### src/rtl/mdu_scheduler_if.sv
// Bundle of the alpha/beta MDU request handshakes, the HI/LO read hints,
// the shared multiply/divide engine link and the scheduler status outputs.
// The pipeline/engine side uses the master modport; the scheduler uses slave.
interface mdu_scheduler_if #(
    parameter int DATA_W = 32
);
    logic                  flush_i;

    logic                  a_valid;
    logic [2:0]            a_op;
    logic [DATA_W-1:0]     a_src_a;
    logic [DATA_W-1:0]     a_src_b;
    logic                  a_ready;

    logic                  b_valid;
    logic [2:0]            b_op;
    logic [DATA_W-1:0]     b_src_a;
    logic [DATA_W-1:0]     b_src_b;
    logic                  b_ready;

    logic                  a_hilo_rd;
    logic                  b_hilo_rd;

    logic                  eng_start;
    logic [1:0]            eng_op;
    logic [DATA_W-1:0]     eng_a;
    logic [DATA_W-1:0]     eng_b;
    logic                  eng_done;
    logic [2*DATA_W-1:0]   eng_result;

    logic [DATA_W-1:0]     hi_o;
    logic [DATA_W-1:0]     lo_o;
    logic                  busy_o;
    logic                  stall_o;

    modport master (
        output flush_i,
        output a_valid, a_op, a_src_a, a_src_b,
        input  a_ready,
        output b_valid, b_op, b_src_a, b_src_b,
        input  b_ready,
        output a_hilo_rd, b_hilo_rd,
        input  eng_start, eng_op, eng_a, eng_b,
        output eng_done, eng_result,
        input  hi_o, lo_o, busy_o, stall_o
    );

    modport slave (
        input  flush_i,
        input  a_valid, a_op, a_src_a, a_src_b,
        output a_ready,
        input  b_valid, b_op, b_src_a, b_src_b,
        output b_ready,
        input  a_hilo_rd, b_hilo_rd,
        output eng_start, eng_op, eng_a, eng_b,
        input  eng_done, eng_result,
        output hi_o, lo_o, busy_o, stall_o
    );
endinterface

### src/rtl/mdu_scheduler.sv
// Execute-stage scheduler that shares one iterative multiply/divide engine
// and the architectural HI/LO pair between the alpha and beta pipelines.
// Only one MDU operation is ever in flight, so HI/LO writes (engine commits
// and MTHI/MTLO) land in the same order the instructions were accepted.
module mdu_scheduler #(
    parameter int DATA_W = 32
) (
    input  logic           clk,
    input  logic           rst,
    mdu_scheduler_if.slave bus
);

    typedef enum logic [1:0] {
        IDLE  = 2'd0,
        ISSUE = 2'd1,
        WAIT  = 2'd2
    } state_t;

    localparam logic [2:0] OP_MTHI = 3'd4;
    localparam logic [2:0] OP_MTLO = 3'd5;

    state_t              state_q;
    state_t              state_d;

    logic                grant_a;
    logic                grant_b;
    logic                accept;
    logic [2:0]          sel_op;
    logic [DATA_W-1:0]   sel_src_a;
    logic [DATA_W-1:0]   sel_src_b;
    logic                acc_mdu;
    logic                acc_mthi;
    logic                acc_mtlo;
    logic                commit;

    logic [1:0]          eng_op_q;
    logic [DATA_W-1:0]   eng_a_q;
    logic [DATA_W-1:0]   eng_b_q;
    logic [DATA_W-1:0]   hi_q;
    logic [DATA_W-1:0]   lo_q;

    // Fixed-priority grant (alpha is older) and selection of the winning request
    always_comb begin
        grant_a   = 1'b0;
        grant_b   = 1'b0;
        sel_op    = bus.b_op;
        sel_src_a = bus.b_src_a;
        sel_src_b = bus.b_src_b;
        if (state_q == IDLE && !bus.flush_i) begin
            grant_a = bus.a_valid;
            grant_b = bus.b_valid & ~bus.a_valid;
        end
        if (grant_a) begin
            sel_op    = bus.a_op;
            sel_src_a = bus.a_src_a;
            sel_src_b = bus.a_src_b;
        end
        accept   = grant_a | grant_b;
        acc_mdu  = accept & ~sel_op[2];
        acc_mthi = accept & (sel_op == OP_MTHI);
        acc_mtlo = accept & (sel_op == OP_MTLO);
        commit   = (state_q == WAIT) & bus.eng_done;
    end

    // State register; reset abandons any operation still in the engine
    always_ff @(posedge clk or negedge rst) begin
        if (!rst) begin
            state_q <= IDLE;
        end else begin
            state_q <= state_d;
        end
    end

    // Next-state sequencing and handshake/status outputs
    always_comb begin
        state_d       = state_q;
        bus.a_ready   = 1'b0;
        bus.b_ready   = 1'b0;
        bus.eng_start = 1'b0;
        bus.busy_o    = (state_q != IDLE);
        bus.stall_o   = 1'b0;

        case (state_q)
            IDLE: begin
                bus.a_ready = rst & grant_a;
                bus.b_ready = rst & grant_b;
                if (acc_mdu) begin
                    state_d = ISSUE;
                end
            end
            ISSUE: begin
                bus.eng_start = 1'b1;
                state_d       = WAIT;
            end
            WAIT: begin
                if (bus.eng_done) begin
                    state_d = IDLE;
                end
            end
            default: begin
                state_d = IDLE;
            end
        endcase

        // There is no forwarding path, so a HI/LO reader waits out any pending result
        bus.stall_o = rst & ~bus.flush_i & (bus.a_hilo_rd | bus.b_hilo_rd)
                      & ((state_q != IDLE) | accept);
    end

    // Latch op and operands for the engine when a multiply/divide is accepted
    always_ff @(posedge clk or negedge rst) begin
        if (!rst) begin
            eng_op_q <= 2'd0;
            eng_a_q  <= '0;
            eng_b_q  <= '0;
        end else if (acc_mdu) begin
            eng_op_q <= sel_op[1:0];
            eng_a_q  <= sel_src_a;
            eng_b_q  <= sel_src_b;
        end
    end

    // HI/LO update: engine commit in WAIT, or MTHI/MTLO directly from IDLE
    always_ff @(posedge clk or negedge rst) begin
        if (!rst) begin
            hi_q <= '0;
            lo_q <= '0;
        end else if (commit) begin
            hi_q <= bus.eng_result[2*DATA_W-1:DATA_W];
            lo_q <= bus.eng_result[DATA_W-1:0];
        end else begin
            if (acc_mthi) begin
                hi_q <= sel_src_a;
            end
            if (acc_mtlo) begin
                lo_q <= sel_src_a;
            end
        end
    end

    assign bus.eng_op = eng_op_q;
    assign bus.eng_a  = eng_a_q;
    assign bus.eng_b  = eng_b_q;
    assign bus.hi_o   = hi_q;
    assign bus.lo_o   = lo_q;

    // Only the low operand is used by MTHI/MTLO; src_b matters for engine ops only
    logic unused_ok;
    assign unused_ok = ^{sel_src_b[0]};

endmodule

### src/flat_wrapper.sv
// flat-port wrapper written by rule: the top's interface ports become plain ports
module mdu_scheduler_flat 
#(
    parameter int DATA_W = 32
)
  (clk, rst, bus_flush_i, bus_a_valid, bus_a_op, bus_a_src_a, bus_a_src_b, bus_a_ready, bus_b_valid, bus_b_op, bus_b_src_a, bus_b_src_b, bus_b_ready, bus_a_hilo_rd, bus_b_hilo_rd, bus_eng_start, bus_eng_op, bus_eng_a, bus_eng_b, bus_eng_done, bus_eng_result, bus_hi_o, bus_lo_o, bus_busy_o, bus_stall_o);
  mdu_scheduler_if #(.DATA_W(DATA_W)) bus_i ();
  input  logic clk;
  input  logic rst;
  input wire logic [$bits(bus_i.flush_i)-1:0] bus_flush_i;
  input wire logic [$bits(bus_i.a_valid)-1:0] bus_a_valid;
  input wire logic [$bits(bus_i.a_op)-1:0] bus_a_op;
  input wire logic [$bits(bus_i.a_src_a)-1:0] bus_a_src_a;
  input wire logic [$bits(bus_i.a_src_b)-1:0] bus_a_src_b;
  output wire logic [$bits(bus_i.a_ready)-1:0] bus_a_ready;
  input wire logic [$bits(bus_i.b_valid)-1:0] bus_b_valid;
  input wire logic [$bits(bus_i.b_op)-1:0] bus_b_op;
  input wire logic [$bits(bus_i.b_src_a)-1:0] bus_b_src_a;
  input wire logic [$bits(bus_i.b_src_b)-1:0] bus_b_src_b;
  output wire logic [$bits(bus_i.b_ready)-1:0] bus_b_ready;
  input wire logic [$bits(bus_i.a_hilo_rd)-1:0] bus_a_hilo_rd;
  input wire logic [$bits(bus_i.b_hilo_rd)-1:0] bus_b_hilo_rd;
  output wire logic [$bits(bus_i.eng_start)-1:0] bus_eng_start;
  output wire logic [$bits(bus_i.eng_op)-1:0] bus_eng_op;
  output wire logic [$bits(bus_i.eng_a)-1:0] bus_eng_a;
  output wire logic [$bits(bus_i.eng_b)-1:0] bus_eng_b;
  input wire logic [$bits(bus_i.eng_done)-1:0] bus_eng_done;
  input wire logic [$bits(bus_i.eng_result)-1:0] bus_eng_result;
  output wire logic [$bits(bus_i.hi_o)-1:0] bus_hi_o;
  output wire logic [$bits(bus_i.lo_o)-1:0] bus_lo_o;
  output wire logic [$bits(bus_i.busy_o)-1:0] bus_busy_o;
  output wire logic [$bits(bus_i.stall_o)-1:0] bus_stall_o;
  assign bus_i.flush_i = bus_flush_i;
  assign bus_i.a_valid = bus_a_valid;
  assign bus_i.a_op = bus_a_op;
  assign bus_i.a_src_a = bus_a_src_a;
  assign bus_i.a_src_b = bus_a_src_b;
  assign bus_a_ready = bus_i.a_ready;
  assign bus_i.b_valid = bus_b_valid;
  assign bus_i.b_op = bus_b_op;
  assign bus_i.b_src_a = bus_b_src_a;
  assign bus_i.b_src_b = bus_b_src_b;
  assign bus_b_ready = bus_i.b_ready;
  assign bus_i.a_hilo_rd = bus_a_hilo_rd;
  assign bus_i.b_hilo_rd = bus_b_hilo_rd;
  assign bus_eng_start = bus_i.eng_start;
  assign bus_eng_op = bus_i.eng_op;
  assign bus_eng_a = bus_i.eng_a;
  assign bus_eng_b = bus_i.eng_b;
  assign bus_i.eng_done = bus_eng_done;
  assign bus_i.eng_result = bus_eng_result;
  assign bus_hi_o = bus_i.hi_o;
  assign bus_lo_o = bus_i.lo_o;
  assign bus_busy_o = bus_i.busy_o;
  assign bus_stall_o = bus_i.stall_o;
  mdu_scheduler #(.DATA_W(DATA_W)) u_core (.clk(clk), .rst(rst), .bus(bus_i));
endmodule
### config.mk
export PLATFORM = sky130hd
export DESIGN_NAME = mdu_scheduler_flat
export DESIGN_NICKNAME = d
export VERILOG_FILES = /design/src/rtl/mdu_scheduler_if.sv /design/src/rtl/mdu_scheduler.sv /design/src/flat_wrapper.sv
export SDC_FILE = /design/constraint.sdc
export NUM_CORES = 1
export LEC_CHECK = 0
export ABC_AREA = 1
export BUFFER_PORTS_ARGS = -buffer_cell sky130_fd_sc_hd__buf_2
export CORE_UTILIZATION = 38
export DETAILED_ROUTE_END_ITERATION = 8
export PLACE_DENSITY = 0.78
export SYNTH_ARGS = -nofsm -noshare
export SYNTH_HDL_FRONTEND = slang
export SYNTH_SLANG_ARGS = --single-unit
### constraint.sdc
create_clock -name clk -period 2.9 [get_ports clk]
set_input_delay 0.58 -clock clk [delete_from_list [all_inputs] [get_ports clk]]
set_output_delay 0.58 -clock clk [all_outputs]
set_load 0.03 [all_outputs]
==> results by group, run 1 <==
Setup path
  – R2r startpoint: u_core.state_q[1]
  – CP arrival: 2.63 ns
  – Worst Path Required: 3.25 ns
  – Maximum fanout along the worst path: 45
  – CP Class: flop to flop
  – CP Capture Type: flop
  – Startpoint type of the worst setup path: flop
  – Worst setup path start: u_core.state_q[1]

Floorplan
  – Placement row count: 48
  – Die W: 137 um
  – Die Ht: 137 um
  – Num ports: 341
  – Initial Util: 39.4%
  – Core Region: 0.0175 sq mm
  – Total die area: 0.0187 sq mm

Clock network
  – Reg clk slew, reported paths: 0.06 ns
  – H-tree depth: 4
  – CTS tree: yes
  – Worst skew pair latency: 0.41 ns
  – CTS-repair resized insts: 0
  – Clock tree root buffer cell: clkbuf_16
  – Post-CTS setup buffers: 0
  – Hold-fix buffers, CTS: 0
  – Sink Count: 132
  – CTS Buffer Depth: 2
  – TritonCTS buffer count: 17

Placement
  – GPL Wtd Cong: 0.861
  – PortBufs: 340
  – DP HPWL: 15,400 um

Route
  – Met3 routed WL: 1740 um
  – WL met1: 8750 um
  – Drt drc: 0
  – Drt total wl: 21,100 um
  – Metal2 WL: 9960 um
  – DR vias/cell: 4.71
  – Routed Antenna Nets: 0
  – Top sig layer: met4
  – Via count: 7,028
  – DR WL/cell: 14.2 um
  – Drt pass-1 iters: 5
  – Initial drt markers: 283

Timing
  – Slew Limit Fails: 0
  – Clock Skew: 0.00765 ns
  – Final Hold Viols: 0
  – Slew @ Worst Pin: 0.731 ns
  – # setup viols final: 0
  – Worst slew margin: 51.2%
  – Crit path time final: 2.28 ns
  – Setup TNS Final: 0 ns
  – Unrepaired setup endpoints after global routing: false
  – Final period util: 78.7%
  – Peak Freq: 438 MHz

Yosys
  – Cells after Synth: 941
  – Mapped Avg Cell Area: 7.33 sq um
  – Sequential share of the synthesized area: 47.9%
  – Synth unique cells: 24
  – Ys Warns: 0
  – Syn nets: 1,147
  – Synth top area share: 47.9%
  – Largest cells by area after synthesis: dfrtp_1, nand2_1, inv_1, o21ai_0, nand3_1
  – FF+latch count, synth: 132
  – Mapped cell area: 0.00689 sq mm
  – Synth area leader: dfrtp_1

Worst hold path
  – Tightest Hold Check Type: primary input to async pin

Global route
  – Total Routing Usage GR: 22.3%
  – Number of global-route vias before repair: 6,371
  – Largest net degree at the start of global routing: 133
  – Total congestion overflow: 0
  – Initial antenna violation count: 1
  – First-pass GRT wire length: 31,700 um

Cells and area
  – Final net count: 1,461
  – FILL cells: 1,710
  – Synth-to-Final Area Change: 34.6%
  – Share of cells above drive strength 1: 31.9%
  – Antenna Diode Count: 0
  – Core Util, Final: 53.1%

Power and ir drop
  – Total power: 9310 uW
  – Leak: 0.00579 uW
  – VDD IR max: 0.500 mV
  – Power per cell area: 1000 mW/mm^2

Run
  – # Max-Cap Violations: 0

Status
  – Status: finished clean
[metal layers]
metal  up-vias  GRT usage, %
li1       3536             -
met1      3160          26.1
met2       292          37.6
met3        40          6.63
met4         0          10.1
met5         -             0
[final cells by class]
class                   count  area, sq um  share of cell area (%)
well taps                 225          282                    3.03
inverters                 139          522                    5.62
clock buffers              19          433                    4.66
clock inverters            13          159                    1.71
flip-flops and latches    132         3300                    35.6
repair buffers            352         1840                    19.8
multi-input cells         613         2750                    29.6
[stage by stage]
stage | hold slack (ns) | cell area, sq um | instances | worst slack, ns
3_5_place_dp | 0.460 | 8690 | 1461 | 0.342
2_1_floorplan | 0.284 | 6890 | 941 | 0.587
3_3_place_gp | 0.457 | 8690 | 1461 | 0.424
5_1_grt | 0.386 | 9280 | 1493 | 0.368
4_1_cts | 0.355 | 9280 | 1493 | 0.575
6_report | 0.313 | 9280 | 1493 | 0.618
[where the power goes]
| group | switching, uW | leakage (uW) | total, uW | internal (uW) |
|---|---|---|---|---|
| Sequential | 424 | 0.00165 | 3050 | 2620 |
| Combinational | 2930 | 0.00386 | 4090 | 1150 |
| Clock | 822 | 0.000283 | 2170 | 1350 |
| Total | 4180 | 0.00579 | 9310 | 5130 |
[kinds of logic (layout without fill, tap and decap cells)]
logic type	count (synthesis)	after routing	synth area share [%]
AO/OA/AOI/OAI	131	131	11.3
buffers and inverters	196	523	12.3
flip-flops	132	132	47.9
AND/OR/NAND/NOR	482	482	28.5
[worst paths after layout]
check | to | slack, ns | cells after the start
max in group asynchronous | u_core.bus.eng_b[13] | 2.05 | 2
worst min register to register | u_core.bus.eng_a[31] | 0.47 | 2
worst max-delay path | u_core.bus.hi_o[29] | 0.62 | 10
worst max register to register | u_core.bus.hi_o[29] | 0.62 | 10
worst min-delay path | u_core.bus.lo_o[2] | 0.31 | 2
min in group clk | u_core.state_q[1] | 0.40 | 2
[cell usage in the layout (no fill, tap or decap), types with 2 or more instances in the layout]
master and n:
dfrtp_1 132, nor2_1 5, inv_1 137, o211ai_1 32, nand2_4 2, o21ai_1 6, nand2_2 5, buf_2 339
nor2_4 2, nand4_1 4, inv_2 2, clkinvlp_4 3, bufinv_16 3, clkbuf_1 2, nand3_4 2, nand2_1 396
buf_4 9, o21ai_2 9, nand3_1 65, clkinv_4 2, clkbuf_16 17, buf_12 3, clkinv_2 4, o21ai_0 82
[flip-flops by register name (all words and copies together), names as in the netlist]
register and cells:
u_core.bus.eng_a 32, u_core.bus.eng_b 32, u_core.bus.hi_o 32, u_core.bus.lo_o 32
u_core.bus.eng_op 2, u_core.state_q 2
[synthesized netlist by cell type]
cell type,count
buf_1,5
buf_2,26
buf_4,6
buf_6,8
clkbuf_1,12
dfrtp_1,132
inv_1,137
inv_2,2
nand2_1,396
nand2_2,5
nand2_4,2
nand3_1,65
nand3_2,1
nand3_4,1
nand4_1,4
nor2_1,5
nor2_4,2
nor3_1,1
o211ai_1,32
o21ai_0,82
o21ai_1,6
o21ai_2,9
o21bai_1,1
o221ai_1,1
[critical path, stage by stage, from the launching register on]
cell     delay [ns]
dfrtp_1        0.45
nor2_4         0.20
nand3_4        0.15
buf_4          0.29
nand2_1        0.10
nand2_1        0.05
nor2_1         0.11
nand2_2        0.26
nand2_4        0.40
nand2_1        0.11
nand2_1        0.07
Power figures use the tool's default switching activity.
==> run 2: changes to the inputs <==
--- a/config.mk
+++ b/config.mk
@@ -9,7 +9,7 @@
 export BUFFER_PORTS_ARGS = -buffer_cell sky130_fd_sc_hd__buf_2
 export CORE_UTILIZATION = 38
 export DETAILED_ROUTE_END_ITERATION = 8
-export PLACE_DENSITY = 0.78
+export PLACE_DENSITY = 0.81
 export SYNTH_ARGS = -nofsm -noshare
 export SYNTH_HDL_FRONTEND = slang
 export SYNTH_SLANG_ARGS = --single-unit
==> constraint.sdc (replaced) <==
create_clock -name clk -period 2.05 [get_ports clk]
set_input_delay 0.41 -clock clk [delete_from_list [all_inputs] [get_ports clk]]
set_output_delay 0.41 -clock clk [all_outputs]
set_load 0.03 [all_outputs]
==> run 2 against run 1 <==
  * Via count rose by 0.98%
  * Clock skew grew 0.0019 ns
  * Combinational power is 44% higher
  * Critical path depth shrank 4
==> results by group, run 2 (synthesis results as in run 1) <==
Setup path
  – CP cell instances: nor2_4 -> nand3_4 -> nand2_4 -> o221ai_4 -> inv_2 -> buf_6
  – CP Capture Type: primary output
  – CP Class: flop to primary output
  – Delay-heaviest family, CP: simple AND/OR/NAND/NOR gates
  – Maximum fanout along the worst path: 6
  – Cells on worst reg2reg path: 10
  – Flop2flop setup slack: 0.16 ns
  – Worst Path Required: 1.64 ns
  – R2r startpoint: u_core.state_q[0]
  – Bufs and invs on worst path: 2
  – R2r endpoint: u_core.bus.lo_o[7]
  – CP arrival: 1.57 ns
  – CP max stage cell: dfrtp_1
  – Worst setup path start: u_core.state_q[0]
  – Critical Path Max Stage Delay: 0.40 ns
  – Startpoint type of the worst setup path: flop

Global route
  – GR Layer Usage met1: 27.4%
  – GR met3 Demand/Resource: 7.15%
  – First-pass GRT wire length: 32,700 um
  – Largest net degree at the start of global routing: 133
  – Total Routing Usage GR: 22.9%
  – Met2 usage in global routing: 39.4%
  – Number of global-route vias before repair: 6,451
  – Gr busiest metal: met2
  – Total congestion overflow: 0
  – Initial antenna violation count: 1

Power and ir drop
  – Leak: 0.00592 uW
  – Part of the power in combinational logic: 43.3%
  – Clock power share: 25.0%
  – Int Pwr: 7680 uW
  – Switching part of the total power: 43.7%
  – Psw: 5970 uW
  – VDD IR max: 0.885 mV
  – Power per cell area: 1430 mW/mm^2
  – Sequential power share: 31.7%

Clock network
  – Clock tree root buffer cell: clkbuf_16
  – Sink Count: 132
  – CTS tree: yes
  – Worst skew pair latency: 0.42 ns
  – TritonCTS buffer count: 17
  – H-tree depth: 4
  – Reg clk slew, reported paths: 0.06 ns
  – CTS Buffer Depth: 2
  – Hold-fix buffers, CTS: 0

Floorplan
  – Total die area: 0.0187 sq mm
  – Initial Util: 39.4%
  – Die Ht: 137 um
  – Placement row count: 48
  – Core Region: 0.0175 sq mm
  – Num ports: 341
  – Die W: 137 um

Route
  – Initial drt markers: 324
  – Drt pass-1 iters: 5
  – DR WL/cell: 14.8 um
  – Drt total wl: 22,300 um
  – Drt drc: 0
  – Via count: 7,097
  – Routed Antenna Nets: 0
  – DR vias/cell: 4.72

Cells and area
  – Synth-to-Final Area Change: 38.9%
  – Commonest non-fill, non-tap cell in the layout: nand2_1
  – Share of cells above drive strength 1: 32.9%
  – Final net count: 1,472
  – Most frequent cells in the layout: nand2_1, buf_2, inv_1
  – Non-Filler Instances: 1,504

Timing
  – Final period util: 96.8%
  – Slew Limit Fails: 0
  – # setup viols final: 0
  – Crit path time final: 1.98 ns
  – Slew @ Worst Pin: 0.777 ns
  – Unrepaired setup endpoints after global routing: true
  – Clock Skew: 0.00950 ns
  – Worst slew margin: 48.2%
  – Final Hold Viols: 0
  – Peak Freq: 504 MHz
  – Setup TNS Final: 0 ns

Worst hold path
  – Tightest Hold Check Type: primary input to async pin

Placement
  – DP HPWL: 15,500 um
  – GPL Wtd Cong: 0.803
  – Post-Place Cells: 1,463
  – PortBufs: 340

Status
  – Status: finished clean

Run
  – # Max-Cap Violations: 0
## run 2: cell count changes in the layout (fill, tap and decap cells not counted), moves of 2 or more
cell / previous run / this run
clkinv_2: 4 / 1
nand2_8: 0 / 2
buf_2: 339 / 337
clkbuf_1: 2 / 0
buf_6: 1 / 4
clkbuf_16: 17 / 19
clkbuf_8: 0 / 3
clkinvlp_4: 3 / 1
bufinv_16: 3 / 5
buf_12: 3 / 6
buf_4: 9 / 14
## run 2: power groups by stage
| stage | Combinational, uW | Sequential [uW] | Clock (uW) |
|---|---|---|---|
| 5_1_grt | 6380 | 4450 | 3600 |
| 3_5_place_dp | 5860 | 4320 | 0 |
| 6_report | 5910 | 4320 | 3420 |
| 3_3_place_gp | 5750 | 4320 | 0 |
| 2_1_floorplan | 1670 | 6520 | 0 |
| 4_1_cts | 5890 | 4320 | 3490 |
## run 2: how the worst max path moves through the flow
stage                     slack [ns]  cells after the start                  end
final                           0.07                      6          bus_stall_o
after global routing           -0.05                      6          bus_stall_o
after CTS                       0.02                      6          bus_stall_o
after detailed placement        0.17                      9  u_core.bus.hi_o[27]
after global placement          0.17                      9   u_core.bus.lo_o[0]
after floorplan                 0.05                      6          bus_a_ready
## run 2: repair_timing
item,CTS,global route
pin swaps,2,4
buffers inserted,3,4
gates resized for setup,4,10
cloned,0,2
endpoints found under the setup margin,2,2
## run 2: through the flow
step	util [%]	setup slack (ns)	hold WS [ns]	power, uW	cell area, sq um
floorplan	-	0.0519	0.114	8190	6890
global placement	50.0	0.173	0.457	10100	8740
detailed placement	50.0	0.166	0.460	10200	8740
CTS	54.0	0.0166	0.156	13700	9440
global route	54.8	-0.0458	0.189	14400	9570
finish	54.8	0.0661	0.0598	13600	9570
## run 2: area by class of cell
class | instances | area [sq um]
multi-input combinational | 613 | 2790
clock buffer | 20 | 467
fill | 1625 | 7900
inverter | 139 | 522
clock inverter | 11 | 198
antenna | 1 | 2.50
sequential | 132 | 3300
timing repair buffer | 363 | 2010
tap | 225 | 282
## run 2: layer usage
metal / wire (um) / up-vias
met5: 0 / -
met4: 356 / 0
met1: 9150 / 3243
li1: - / 3565
met3: 1820 / 29
met2: 11000 / 260
==> run 3: changes to the inputs <==
--- a/config.mk
+++ b/config.mk
@@ -9,7 +9,7 @@
 export BUFFER_PORTS_ARGS = -buffer_cell sky130_fd_sc_hd__buf_2
 export CORE_UTILIZATION = 38
 export DETAILED_ROUTE_END_ITERATION = 8
-export PLACE_DENSITY = 0.81
+export PLACE_DENSITY = 0.78
 export SYNTH_ARGS = -nofsm -noshare
 export SYNTH_HDL_FRONTEND = slang
 export SYNTH_SLANG_ARGS = --single-unit
==> constraint.sdc (replaced) <==
create_clock -name clk -period 2.3 [get_ports clk]
set_input_delay 0.46 -clock clk [delete_from_list [all_inputs] [get_ports clk]]
set_output_delay 0.46 -clock clk [all_outputs]
set_load 0.03 [all_outputs]
==> run 3 against run 2 <==
  * First-iteration DRC count rose by 10%
  * Flip-flop and latch count did not move
  * Non-clock buffer count fell by 8
  * Register-to-register slack improved by 0.16 ns
  * Clock-buffer cell count did not move
  * Critical endpoint unchanged
  * Largest cell class unchanged
  * Highest routed layer unchanged
==> results by group, run 3 (synthesis results as in run 1) <==
Floorplan
  – Num ports: 341
  – Die Ht: 137 um
  – Core Region: 0.0175 sq mm
  – Initial Util: 39.4%
  – Die W: 137 um
  – Placement row count: 48
  – Total die area: 0.0187 sq mm

Timing
  – Final period util: 94.8%
  – Slew Limit Fails: 0
  – Crit path time final: 2.18 ns
  – Setup TNS Final: 0 ns
  – Slew @ Worst Pin: 0.722 ns
  – Unrepaired setup endpoints after global routing: false
  – Worst slew margin: 51.9%
  – Final worst slack: 0.120 ns
  – Clock Skew: 0.00784 ns
  – Peak Freq: 459 MHz
  – Final Hold Viols: 0
  – # setup viols final: 0

Power and ir drop
  – Power per cell area: 1250 mW/mm^2
  – Leak: 0.00581 uW
  – VDD IR max: 0.611 mV
  – Total power: 11,600 uW

Placement
  – PortBufs: 340
  – Pre-CTS setup slack: 0.186 ns
  – GPL Wtd Cong: 0.855
  – DP HPWL: 15,000 um

Clock network
  – CTS-repair resized insts: 0
  – CTS tree: yes
  – TritonCTS buffer count: 17
  – H-tree depth: 4
  – Worst skew pair latency: 0.41 ns
  – Clock tree root buffer cell: clkbuf_16
  – Sink Count: 132
  – CTS Buffer Depth: 2
  – Post-CTS setup buffers: 0
  – Reg clk slew, reported paths: 0.06 ns
  – Hold-fix buffers, CTS: 0

Route
  – Via count: 7,028
  – Routed Antenna Nets: 0
  – Drt drc: 0
  – DR WL/cell: 14.1 um
  – Drt total wl: 21,100 um
  – Initial drt markers: 358
  – Drt pass-1 iters: 5
  – DR vias/cell: 4.70

Setup path
  – Flop2flop setup slack: 0.32 ns
  – Startpoint type of the worst setup path: flop
  – CP max stage cell: dfrtp_1
  – Critical Path Max Stage Delay: 0.46 ns
  – CP Class: flop to primary output
  – CP arrival: 1.72 ns
  – CP Capture Type: primary output
  – Maximum fanout along the worst path: 7
  – CP cell instances: nor2_4 -> nand3_1 -> nand2_2 -> o221ai_1 -> inv_1 -> buf_2
  – Worst Path Required: 1.84 ns

Cells and area
  – Most frequent cells in the layout: nand2_1, buf_2, inv_1
  – Share of cells above drive strength 1: 32.0%
  – Final net count: 1,464
  – Antenna Diode Count: 0
  – Commonest non-fill, non-tap cell in the layout: nand2_1
  – Synth-to-Final Area Change: 34.9%
  – Core Util, Final: 53.2%

Worst hold path
  – Tightest Hold Check Type: primary input to async pin

Global route
  – Total Routing Usage GR: 23.0%
  – Number of global-route vias before repair: 6,468
  – Total congestion overflow: 0
  – First-pass GRT wire length: 32,600 um
  – Initial antenna violation count: 0
  – Largest net degree at the start of global routing: 133

Run
  – # Max-Cap Violations: 0

Status
  – Status: finished clean
-- run 3: changes by cell type in the layout (fill, tap and decap cells not counted), moves of 3 or more --
cell       previous run  this run
clkinv_2              1         4
bufinv_16             5         2
buf_4                14        11
buf_6                 4         1
-- run 3: final timing paths --
path                                      start              endpoint  cells past startpoint
setup / recovery              u_core.state_q[1]           bus_stall_o                      6
hold / removal                              rst   u_core.bus.hi_o[20]                      2
setup reg to reg              u_core.state_q[1]   u_core.bus.hi_o[21]                      9
hold reg to reg            u_core.bus.eng_b[29]  u_core.bus.eng_b[29]                      2
max in group asynchronous                   rst  u_core.bus.eng_op[0]                      2
min in group clk                   bus_eng_done     u_core.state_q[1]                      2
-- run 3: metal layers --
metal  global-route usage [%]  part of all wire [%]  routed length [um]
met1                     28.0                    42                8920
met2                     39.4                    49               10300
met3                     5.89                   7.4                1570
met4                     7.53                   1.8                 380
met5                        0                     0                   0
-- run 3: critical path, delay by kind of cell, from the launching register on --
kind	cells	cell delay [ns]
AOI/OAI and AO/OA	1	0.11
and+or+nand+nor	3	0.50
DFF	1	0.46
buffers and inverters	2	0.24
-- run 3: report_power, final --
| part | internal [uW] | total, uW | switching [uW] | leakage, uW |
|---|---|---|---|---|
| combinational | 1460 | 5150 | 3680 | 0.00388 |
| clock | 1630 | 2650 | 1030 | 0.000284 |
| sequential | 3310 | 3850 | 544 | 0.00165 |
-- run 3: layout make-up --
type,instances,area (sq um)
Fill cell,1727,8170
Sequential cell,132,3300
Tap cell,225,282
Multi-Input combinational cell,613,2750
Timing Repair Buffer,355,1870
Inverter,139,522
Clock buffer,20,447
Clock inverter,12,131
-- run 3: stage by stage --
stage	hold WS (ns)	std cells	cell area, sq um
detailed placement	0.460	1464	8720
global route	0.200	1496	9300
floorplan	0.164	941	6890
CTS	0.210	1496	9300
finish	0.138	1496	9300
global placement	0.457	1464	8720
